===== config.mk =====
export PLATFORM = sky130hd
export DESIGN_NAME = elapsed_display_driver
export DESIGN_NICKNAME = d
export VERILOG_FILES = /design/src/rtl/elapsed_display_driver.sv
export SDC_FILE = /design/constraint.sdc
export NUM_CORES = 1
export LEC_CHECK = 0
export CAP_MARGIN = 20
export CORE_UTILIZATION = 60
export DETAILED_ROUTE_END_ITERATION = 6
export PLACE_DENSITY_LB_ADDON = 0.3
export SYNTH_ARGS = -nofsm -noshare
export SYNTH_HDL_FRONTEND = slang
export SYNTH_SLANG_ARGS = --single-unit

===== constraint.sdc =====
create_clock -name clk -period 4.65 [get_ports clk]
set_clock_uncertainty 0.2 [all_clocks]
set_input_delay 0.465 -clock clk [delete_from_list [all_inputs] [get_ports clk]]
set_output_delay 0.465 -clock clk [all_outputs]
set_load 0.02 [all_outputs]

===== src/rtl/elapsed_display_driver.sv =====
// Binary-to-BCD converter (serial double dabble) with a multiplexed,
// leading-zero-blanked 5-digit 7-segment scan driver.
module elapsed_display_driver #(
  parameter int unsigned SCAN_DIV = 50000
) (
  input  logic        clk,
  input  logic        rst,
  input  logic [15:0] elapsed,
  input  logic        update,
  input  logic        blank,
  output logic        busy,
  output logic        done,
  output logic [19:0] bcd,
  output logic [4:0]  digit_sel,
  output logic [6:0]  seg
);

  localparam logic [1:0] S_IDLE = 2'd0;
  localparam logic [1:0] S_CONV = 2'd1;
  localparam logic [1:0] S_DONE = 2'd2;

  localparam int unsigned CW = $clog2(SCAN_DIV);

  logic [1:0]    state_q, state_d;
  logic          pend_q, pend_d;
  logic [15:0]   sr_q, sr_d;
  logic [19:0]   acc_q, acc_d;
  logic [19:0]   adj;
  logic [3:0]    iter_q, iter_d;
  logic [19:0]   bcd_q, bcd_d;
  logic          done_q, done_d;

  logic [CW-1:0] cnt_q, cnt_d;
  logic [2:0]    idx_q, idx_d;
  logic          wrap;
  logic [3:0]    dig;
  logic          show;
  logic [4:0]    sel_q, sel_d;
  logic [6:0]    seg_q, seg_d;

  function automatic logic [6:0] seg_pat(input logic [3:0] d);
    case (d)
      4'd0:    seg_pat = 7'b1000000;
      4'd1:    seg_pat = 7'b1111001;
      4'd2:    seg_pat = 7'b0100100;
      4'd3:    seg_pat = 7'b0110000;
      4'd4:    seg_pat = 7'b0011001;
      4'd5:    seg_pat = 7'b0010010;
      4'd6:    seg_pat = 7'b0000010;
      4'd7:    seg_pat = 7'b1111000;
      4'd8:    seg_pat = 7'b0000000;
      4'd9:    seg_pat = 7'b0010000;
      default: seg_pat = 7'h7F;
    endcase
  endfunction

  always_comb begin
    adj = acc_q;
    for (int unsigned i = 0; i < 5; i++) begin
      if (acc_q[4*i +: 4] >= 4'd5) adj[4*i +: 4] = acc_q[4*i +: 4] + 4'd3;
    end
  end

  always_comb begin
    state_d = state_q;
    pend_d  = pend_q;
    sr_d    = sr_q;
    acc_d   = acc_q;
    iter_d  = iter_q;
    bcd_d   = bcd_q;
    done_d  = 1'b0;
    case (state_q)
      S_IDLE: begin
        if (update || pend_q) begin
          sr_d    = elapsed;
          acc_d   = '0;
          iter_d  = '0;
          pend_d  = 1'b0;
          state_d = S_CONV;
        end
      end
      S_CONV: begin
        pend_d        = pend_q | update;
        {acc_d, sr_d} = {adj[18:0], sr_q, 1'b0};
        iter_d        = iter_q + 4'd1;
        if (iter_q == 4'd15) state_d = S_DONE;
      end
      S_DONE: begin
        pend_d  = pend_q | update;
        bcd_d   = acc_q;
        done_d  = 1'b1;
        state_d = S_IDLE;
      end
      default: state_d = S_IDLE;
    endcase
  end

  always_ff @(posedge clk or posedge rst) begin
    if (rst) begin
      state_q <= S_IDLE;
      pend_q  <= 1'b0;
      sr_q    <= '0;
      acc_q   <= '0;
      iter_q  <= '0;
      bcd_q   <= '0;
      done_q  <= 1'b0;
    end else begin
      state_q <= state_d;
      pend_q  <= pend_d;
      sr_q    <= sr_d;
      acc_q   <= acc_d;
      iter_q  <= iter_d;
      bcd_q   <= bcd_d;
      done_q  <= done_d;
    end
  end

  assign busy = (state_q == S_CONV);
  assign done = done_q;
  assign bcd  = bcd_q;

  assign wrap  = (cnt_q == CW'(SCAN_DIV - 1));
  assign cnt_d = wrap ? '0 : cnt_q + CW'(1);
  assign idx_d = wrap ? ((idx_q == 3'd4) ? 3'd0 : idx_q + 3'd1) : idx_q;

  // Outputs are decoded from the next index so select and segments move on the same edge.
  always_comb begin
    dig  = bcd_q[3:0];
    show = 1'b1;
    case (idx_d)
      3'd1: begin dig = bcd_q[7:4];   show = |bcd_q[19:4];  end
      3'd2: begin dig = bcd_q[11:8];  show = |bcd_q[19:8];  end
      3'd3: begin dig = bcd_q[15:12]; show = |bcd_q[19:12]; end
      3'd4: begin dig = bcd_q[19:16]; show = |bcd_q[19:16]; end
      default: ;
    endcase
    sel_d = blank ? '1 : ~(5'b00001 << idx_d);
    seg_d = show ? seg_pat(dig) : 7'h7F;
  end

  always_ff @(posedge clk or posedge rst) begin
    if (rst) begin
      cnt_q <= '0;
      idx_q <= '0;
      sel_q <= 5'b11110;
      seg_q <= 7'b1000000;
    end else begin
      cnt_q <= cnt_d;
      idx_q <= idx_d;
      sel_q <= sel_d;
      seg_q <= seg_d;
    end
  end

  assign digit_sel = sel_q;
  assign seg       = seg_q;

endmodule


Word-level counts from Yosys, hierarchy flattened --
Memories as Yosys holds them, arrays and structs flattened. Cells that the tools add are included. W data, S select, Z words.
Operators by class: multiply operators 0, reduce and logical (&&, ||, !) cells 12, divide/modulo/power cells 0, muxes and demuxes 24, equality and inequality tests 11, $lt $le $gt $ge 5, bitwise operators 2, add/sub/neg operators 8, shifts and indexed selects 1
Operator list (count):
- $pmux W20 S2 | 1
- $mux W16 | 2
- $pmux W16 S2 | 1
- $ge A4 B3 Y1 const B | 5
- $mux W20 | 1
- $mux W4 | 5
- $add A16 B1 Y16 const B | 1
- $add A4 B2 Y4 const B | 4
- $eq A16 B16 Y1 const B | 1
- $pmux W4 S4 | 1
- $reduce_or A16 Y1 | 1
- $reduce_or A12 Y1 | 1
- $mux W3 | 3
- $pmux W4 S2 | 1
- $reduce_or A8 Y1 | 1
- $mux W7 | 1
- $eq A3 B2 Y1 const B | 2
- $eq A3 B3 Y1 const B | 2
- $reduce_and A2 Y1 | 3
- $mux W5 | 1
- $not A5 Y5 | 1
- $shl A1 B3 Y5 const A | 1
- $add A4 B1 Y4 const B | 1
- $eq A4 B4 Y1 const B | 1
- other kinds (18) | 21
Storage, ports and cells: input port bits 20, latch bits 0, bits in writable memories 0, bits in registers 95, output and inout port bits 34, bits in read-only memories 112, memories 1
Memories:
- (no name shown) | depth 16, width 7, read ports 1, clocked after Yosys merged registers in 0, write ports 0, line 42 | case (d)

Depth between registers and ports, before layout --
Gate-level depths: netlist (run 1). An unclocked memory read counts as a cell.
depth after elaboration 7, gate-level depth with buffers 13, mapped depth without buffers 11

Worst setup path before layout (run 1) --
OpenSTA, ideal clock, no wires.
path kind reg-to-reg, start point reg cnt_q[0], end point reg seg_q[4] (netlist: seg[4]), data arrival time 2670 ps, cell stages (with the launch flop) 13, slack 1655 ps, data required time 4326 ps, period minus slack after synthesis 2995 ps, cells stage by stage dfrtp_1 > ha_1 > and3_1 > clkbuf_1 > and4_1 > buf_6 > mux2i_2 > clkinv_2 > nor2_2 > a221o_1 > ha_1 > a22oi_1 > or2_1
Between the ends: word-level cells in the longest chain between the ends 6
Ends and longest elaborated chain:
- from (decl) | line 33 | logic [CW-1:0] cnt_q, cnt_d;
- from (signal assigned) | line 148 | cnt_q <= cnt_d;
- $eq A16 B16 Y1 (*) | line 122 | assign wrap = (cnt_q == CW'(SCAN_DIV - 1));
- $mux W3 (*) | line 124 | assign idx_d = wrap ? ((idx_q == 3'd4) ? 3'd0 : idx_q + 3'd1) : idx_q;
- named net idx_d[1] | line 34 | logic [2:0] idx_q, idx_d;
- $eq A3 B3 Y1, or another cell as far along | line 130 | case (idx_d)
- $pmux W4 S4 | line 130
- $mem_v2 Z16 W7
- $mux W7 (*) | line 138 | seg_d = show ? seg_pat(dig) : 7'h7F;
- named net seg_d[4] | line 39 | logic [6:0] seg_q, seg_d;
- to (signal assigned) | line 151 | seg_q <= seg_d;
- to (decl) | line 39
The timed path passes the listed nets; every way through them passes the cells marked *. A chain may end at the register's enable or synchronous reset.

Worst setup path after layout (run 1) --
start point reg cnt_q[0], end point reg seg_q[5] (netlist: seg[5])
Same word-level chain as after synthesis.

==> summary by stage, run 1 <==
Status
The flow ran to the end, and the final reports show no timing, DRC or antenna violations.

STA
The max-slew headroom at the worst pin is 36.91%. The total negative slack for setup checks is 0 ns. The tightest hold path in the finished design has a slack of 0.2552 ns. Derived from the worst setup path, the maximum achievable clock frequency is 272.6 MHz. Setup violations remaining at the end of the flow were counted as 0. Setup repair after global routing left no endpoint under its margin. The final critical delay including setup and external delays is 3.668 ns.

The share of the clock period used by the worst path after layout is 78.89%. The number of slew-limit violations in the final report was 0. The hold violation total from the final report is 0. At the pin with the least slew margin, the transition time is 0.9463 ns.

Synthesis
For this run, asynchronously set or reset flops after synthesis account for 100.0%. The share of Yosys cell area claimed by the top area cell type is 46.28%. The most frequently used flop master after synthesis is dfrtp_1. The Yosys warning count is 0. The biggest area consumer among synthesized cells is dfrtp_1. Sequential elements use 48.98% of the synthesized area. The count of flip-flops with a built-in enable after synthesis is 0. Yosys mapped the design onto 58 distinct sky130hd cell types.

By count the netlist is led by 90 x dfrtp_1, 59 x nand2_1, 51 x o21ai_0. Synthesis produced a netlist whose cell count is 466. The synthesized area per cell is 10.44 sq um. After synthesis, the cell types taking the most area are dfrtp_1 46%, o21ai_0 5.2%, ha_1 5.1%, mux2i_1 5.1%, nand2_1 4.6%. The cell with the most instances after synthesis is dfrtp_1. Counting flops and latches in the post-synthesis netlist gives 95. When the netlist entered floorplanning its net count stood at 506. In this run the cell area of the synthesized design comes to 0.004866 sq mm.

GRT
The via count of the first global-routing pass is 3,572. Across every metal layer, demand over resource in global routing totals 25.49%. The pin count of the biggest net entering global routing is 45. Summed over all layers, the global routing overflow is 0. The initial antenna violation count came to 0. The wire length of the first global-routing pass is 16.91 mm.

Place
Detailed placement finished with a half-perimeter wire length of 6.942 mm. Summing all placed instances gives a cell area of 0.005494 sq mm. The count of buffers from port buffering is 53. Routability-driven placement finished with a final weighted congestion of 0.8742.

CTS
The quantity of gates resized following cts is 0. The TritonCTS clock tree is done. Counting the buffers created by CTS gives 9.

The clock passes through at most 2 buffers. The number of clock sinks seen by CTS is 95. The clock transition time at the flip-flop clock pins of the worst setup and hold paths is 0.09 ns. The post-CTS repair timing setup buffer count is 0. The clock tree root buffer cell is clkbuf_8. CTS built an H-tree with a depth of 3.

After clock tree synthesis, the flow added hold-fix buffers numbering 0. The insertion delay of the later-clocked pin in the worst-skew pair is 0.36 ns.

Die
The floorplan has 32 rows. The x dimension of the die is 92.06 um. The effective utilization at floorplan is 62.64%. 54 I/O pins were placed. The floorplan step defined a core boundary enclosing 0.007767 sq mm. The die covers 0.008474 sq mm. In this run the vertical extent of the chip is 92.06 um.

Setup path
The most frequent cell on the critical path is ha_1. The startpoint of the worst setup timing path is cnt_q[0]. The cell type of the slowest stage on the worst timing path is and4_1.

Data on the critical path is required at its endpoint by 4.70 ns. The critical path in this run is classified as reg2reg. The worst reg2reg path startpoint is cnt_q[0]. Data on the critical path arrives at its endpoint at 3.72 ns. In this design, the stage delay of the slowest critical-path cell is 0.70 ns. Of all nets on the critical path, the largest fanout is 16. The signal on the critical path passes through ha_1 > and3_1 > and4_1 > mux2i_2 > clkinv_2 > nor2_2 > a221o_1 > inv_1 > ha_1 > nor2b_1 > o21bai_1. The worst setup path is launched from a register.

The type of element capturing the critical path is a register.

Finish
The final antenna diode count is 0. Compared with the post-synthesis result, the final layout area differs by 16.89%. Once layout is done, the placed cells without fillers occupy 0.005688 sq mm. After the last flow step, the layout net total stands at 557. The post-route netlist has 12.45% of its cells at a drive strength greater than 1.

Drt
The via count is 3,571. The first TritonRoute pass finished after 4 iterations. The post-detailed-route DRC marker count is 0. After detailed routing, the number of vias per cell comes to 5.723.

The routed design has 9.734 mm of wire. The starting DRC count in detailed routing is 159. The count of nets left with antenna violations once routing finished came out at 0. After detailed routing, the average wire length per cell comes to 15.60 um.

Power and ir drop
For this design the static power due to leakage is 0.002599 uW. VDD sags by at most 0.4126 mV. The total power consumption of the routed design is 2204 uW.

The power density over the cells is 387.5 mW/mm^2.

Worst hold path
The type of the tightest min-delay check is in2async.

Job
The tool flagged a number of max-cap violations equal to 0.
[final timing paths]
check                      endpoint  slack (ns)  depth (start not counted)
max in group asynchronous    bcd[3]        3.20                          3
min in group clk           cnt_q[0]        0.29                          1
hold / removal             cnt_q[5]        0.26                          2
setup / recovery             seg[5]        0.98                         11
hold reg to reg            cnt_q[0]        0.29                          1
setup reg to reg             seg[5]        0.98                         11
[stage by stage]
step,instances,setup WS [ns],util [%]
2_1_floorplan,466,1.516,-
3_3_place_gp,608,1.228,70.73
3_5_place_dp,608,1.091,70.73
4_1_cts,624,1.023,73.23
5_1_grt,624,0.7873,73.23
6_report,624,0.9816,73.23
[worst max-delay path: cells and delay by family (launching register included)]
kind                     cells  cell delay (ns)
buffers and inverters        2             0.23
flip-flops                   1             0.39
AO/OA/AOI/OAI                2             0.37
multiplexers                 1             0.53
adder cells (fa/ha/maj)      2             0.43
AND/OR/NAND/NOR              4             1.41
[cells by family after synthesis]
| logic type | share of synthesized area, % |
|---|---|
| AOI/OAI and AO/OA | 14.25 |
| xor gates and xnor gates | 3.600 |
| adders and majority gates | 5.143 |
| buffers and inverters | 3.291 |
| DFF | 48.98 |
| muxes | 10.36 |
| and+or+nand+nor | 14.37 |
[state kept, by name, summed over array words and instances (netlist names)]
name	count
seg	7
sr_q	16
cnt_q	16
idx_q	3
done	1
bcd	20
digit_sel	5
acc_q	20
iter_q	4
pend_q	1
state_q	2
[layout by cell type (no fill, tap or decap), types with 5 or more instances in the layout]
cell	n
dfrtp_1	90
nand2_1	59
clkdlybuf4s50_1	53
o21ai_0	50
nor2_1	26
mux2i_1	25
a21oi_1	21
inv_1	20
ha_1	20
mux2_2	18
clkbuf_8	12
xnor2_1	10
xor2_1	10
nand3_1	10
nor3_1	7
and3_1	7
nor2b_1	5
or3_1	5
dfstp_2	5
[metal layers]
layer  share of wire [%]  global-route usage [%]
met1                  45                   33.68
met2                  49                   41.73
met3                 4.8                   3.897
met4                 1.4                   11.20
met5                   0                       0
[power by group]
group          internal (uW)  switching (uW)
sequential               958             104
combinational            248             372
clock                    238             284
[layout make-up]
class,count,area (sq um)
clock buffer,12,165.2
clock inverter,4,28.78
fill,553,2079
inverter,23,88.84
multi-input combinational,331,2333
sequential,95,2384
tap,102,127.6
timing repair buffer,57,560.5
(Power assumes the default switching activity.)
==> inputs of run 2 (changes only) <==
--- a/config.mk
+++ b/config.mk
@@ -6,7 +6,7 @@
 export NUM_CORES = 1
 export LEC_CHECK = 0
 export CAP_MARGIN = 20
-export CORE_UTILIZATION = 60
+export CORE_UTILIZATION = 56
 export DETAILED_ROUTE_END_ITERATION = 6
 export PLACE_DENSITY_LB_ADDON = 0.3
 export SYNTH_ARGS = -nofsm -noshare
==> constraint.sdc (replaced) <==
create_clock -name clk -period 3.6 [get_ports clk]
set_clock_uncertainty 0.2 [all_clocks]
set_input_delay 0.36 -clock clk [delete_from_list [all_inputs] [get_ports clk]]
set_output_delay 0.36 -clock clk [all_outputs]
set_load 0.02 [all_outputs]
==> run 2 against run 1 <==
Wire length decreased by 2.7%. Core utilization decreased by 3.7 points. Die area increased by 7.0%. Via count increased by 0.87%. Highest routed layer unchanged. Final area increased by 1.5%.
==> summary by stage, run 2 (synthesis gave the netlist of run 1 again) <==
CTS
The count of H-tree levels built during CTS is 3 (unchanged). The number of clock sinks seen by CTS is 95 (unchanged). The TritonCTS clock tree is done. The number of buffers created by CTS is 9 (unchanged). The worst-case clock buffer depth is 2 (unchanged).

The clock tree root buffer cell is clkbuf_8. The insertion delay of the later-clocked pin in the worst-skew pair was 0.36 ns (about the same). The number of buffers inserted by hold repair at cts is 0 (unchanged). The clock transition time at the flip-flop clock pins of the worst setup and hold paths is 0.09 ns (about the same).

Finish
In the layout the commonest cells are 90 x dfrtp_1, 59 x nand2_1, 53 x clkdlybuf4s50_1. The net total in the final layout came to 558 (+0.18%). The final antenna diode count is 0 (unchanged). The area growth from synthesis to layout is 18.59%.

The layout cell share with drive strength beyond 1 is 12.24% (-0.22 points). The most common cell after layout, fill and taps aside is dfrtp_1. The number of inserted filler cells in the final layout is 623 (+13%).

GRT
The initial antenna violation count was 0 (unchanged). The pin count of the biggest net entering global routing came to 66 (+47%). The wire length of the first global-routing pass is 16.61 mm (-1.8%). The via count of the first global-routing pass is 3,537 (-0.98%).

The global-route usage over all layers is 23.59% (-1.9 points). The remaining global-route overflow is 0 (unchanged).

Setup path
The endpoint arrival time on the critical path is 3.43 ns (-0.29 ns). The top fanout value on the critical path was 9 (-7). The cell type of the slowest stage on the worst timing path is mux2i_2. STA classifies the critical path startpoint as a register.

The required arrival time at the worst endpoint is 3.65 ns (-1.05 ns). Counting stages on the worst path, the most repeated cell is ha_1. The delay contributed by the slowest stage of the critical path is 0.49 ns (-0.21 ns). STA classifies the critical path endpoint as a register.

Walking the worst path, the cells encountered are ha_1 > and3_1 > and4_2 > mux2i_2 > clkinv_2 > nor2_2 > a221o_1 > ha_1 > a21oi_1 > nand2_1. The critical path start-end classification is reg2reg.

Worst hold path
The path class of the tightest hold or removal check is in2async.

Die
The vertical die dimension is 95.22 um (+3.4%). The total core area is 0.008299 sq mm (+6.8%). The count of pins on the block boundary is 54 (unchanged).

The x dimension of the die was 95.22 um (+3.4%). The effective utilization at floorplan is 58.63% (-4.0 points). The area of the die was 0.009066 sq mm (+7.0%). The number of rows created at floorplan is 33 (+3.1%).

Drt
The average wire per cell in the routed design came to 15.08 um (-3.3%). The number of vias per cell after detailed routing was 5.736 (+0.23%). The total length of routed wires was 9.473 mm (-2.7%). The starting DRC count in detailed routing is 173 (+8.8%). The post-detailed-route DRC marker count came to 0 (unchanged). The post-route antenna net violation count came to 0 (unchanged). The first-pass detailed-route iteration total came to 4 (unchanged). The via count is 3,602 (+0.87%).

STA
The hold violation total from the final report is 0 (unchanged). The worst hold slack is 0.1419 ns (-0.1133 ns). The achievable clock frequency is 295.8 MHz (+8.5%).

The slew at the pin closest to its max-slew limit is 0.9790 ns (+0.03263 ns). Setup repair after global routing left no endpoint under its margin. The final critical delay including setup and external delays was 3.381 ns (-0.2874 ns).

The max-slew headroom at the worst pin is 34.74% (-2.2 points). The final count of negative-setup-slack endpoints is 0 (unchanged). The share of the clock period used by the worst path after layout is 93.92% (+15 points). The total negative slack for setup checks is 0 ns (unchanged). The number of slew-limit violations in the final report is 0 (unchanged).

Status
The run finished with clean final reports.

Power and ir drop
The leakage power total is 0.002636 uW (+1.4%). The power density over the cells is 525.3 mW/mm^2 (+36%). The worst IR drop on VDD came to 0.5490 mV (+33%).

Job
The max-capacitance violation count is 0 (unchanged).

Place
The half-perimeter wire length after detailed placement is 6.761 mm (-2.6%). The routability congestion estimate from global placement is 0.9049 (+3.5%). The count of buffers from port buffering was 53 (unchanged).
run 2: final timing paths:
| kind | slack, ns | endpoint | cells after the start | start |
|---|---|---|---|---|
| setup / recovery | 0.22 | seg[3] | 10 | cnt_q[0] |
| hold / removal | 0.14 | bcd[6] | 2 | rst |
| setup reg to reg | 0.22 | seg[3] | 10 | cnt_q[0] |
| hold reg to reg | 0.27 | cnt_q[0] | 1 | cnt_q[0] |
| max in group asynchronous | 2.36 | iter_q[2] | 3 | rst |
| min in group clk | 0.27 | cnt_q[0] | 1 | cnt_q[0] |
run 2: worst max-delay path, delay by kind of cell (launching register included):
kind / cells / cell delay [ns]
compound gates: 2 / 0.46
fa+ha+maj: 2 / 0.49
buf+inv: 1 / 0.16
flops: 1 / 0.38
mux: 1 / 0.49
simple gates: 4 / 1.12
run 2: repair_timing:
action                                  CTS  global route
endpoints found under the setup margin    0             3
buffers inserted                          0             0
gates resized for setup                   0             1
run 2: cell type report:
class                   count  area [sq um]  area share (%)
multi-input cells         331          2335           40.46
inverters                  23         88.84           1.539
clock inverters             3         90.09           1.561
clock buffers              13         148.9           2.580
flip-flops and latches     95          2384           41.31
repair buffers             58         593.1           10.28
well taps                 105         131.4           2.277
run 2: power by group:
part / total (uW) / switching, uW / leakage (uW) / internal (uW)
Clock: 838 / 356 / 0.000118 / 482
Combinational: 831 / 485 / 0.00126 / 345
Sequential: 1360 / 125 / 0.00126 / 1240
Total: 3030 / 967 / 0.00264 / 2060
run 2: stage by stage:
stage / worst slack (ns) / cell area, sq um / utilization [%] / std cells / power [uW]
after floorplan: 0.5713 / 4866 / - / 466 / 1970
after global placement: 0.3854 / 5510 / 66.40 / 611 / 2149
after detailed placement: 0.2140 / 5530 / 66.64 / 612 / 2228
after CTS: 0.1568 / 5769 / 69.52 / 628 / 3065
after global routing: 0.05251 / 5771 / 69.53 / 628 / 3248
final: 0.2190 / 5771 / 69.53 / 628 / 3031
run 2: per-layer routing:
layer / vias up / global-route usage [%] / wire length [um]
li1: 1728 / - / -
met1: 1762 / 31.97 / 4166
met2: 91 / 38.04 / 4702
met3: 21 / 3.190 / 397
met4: 0 / 9.975 / 207
met5: - / 0 / 0
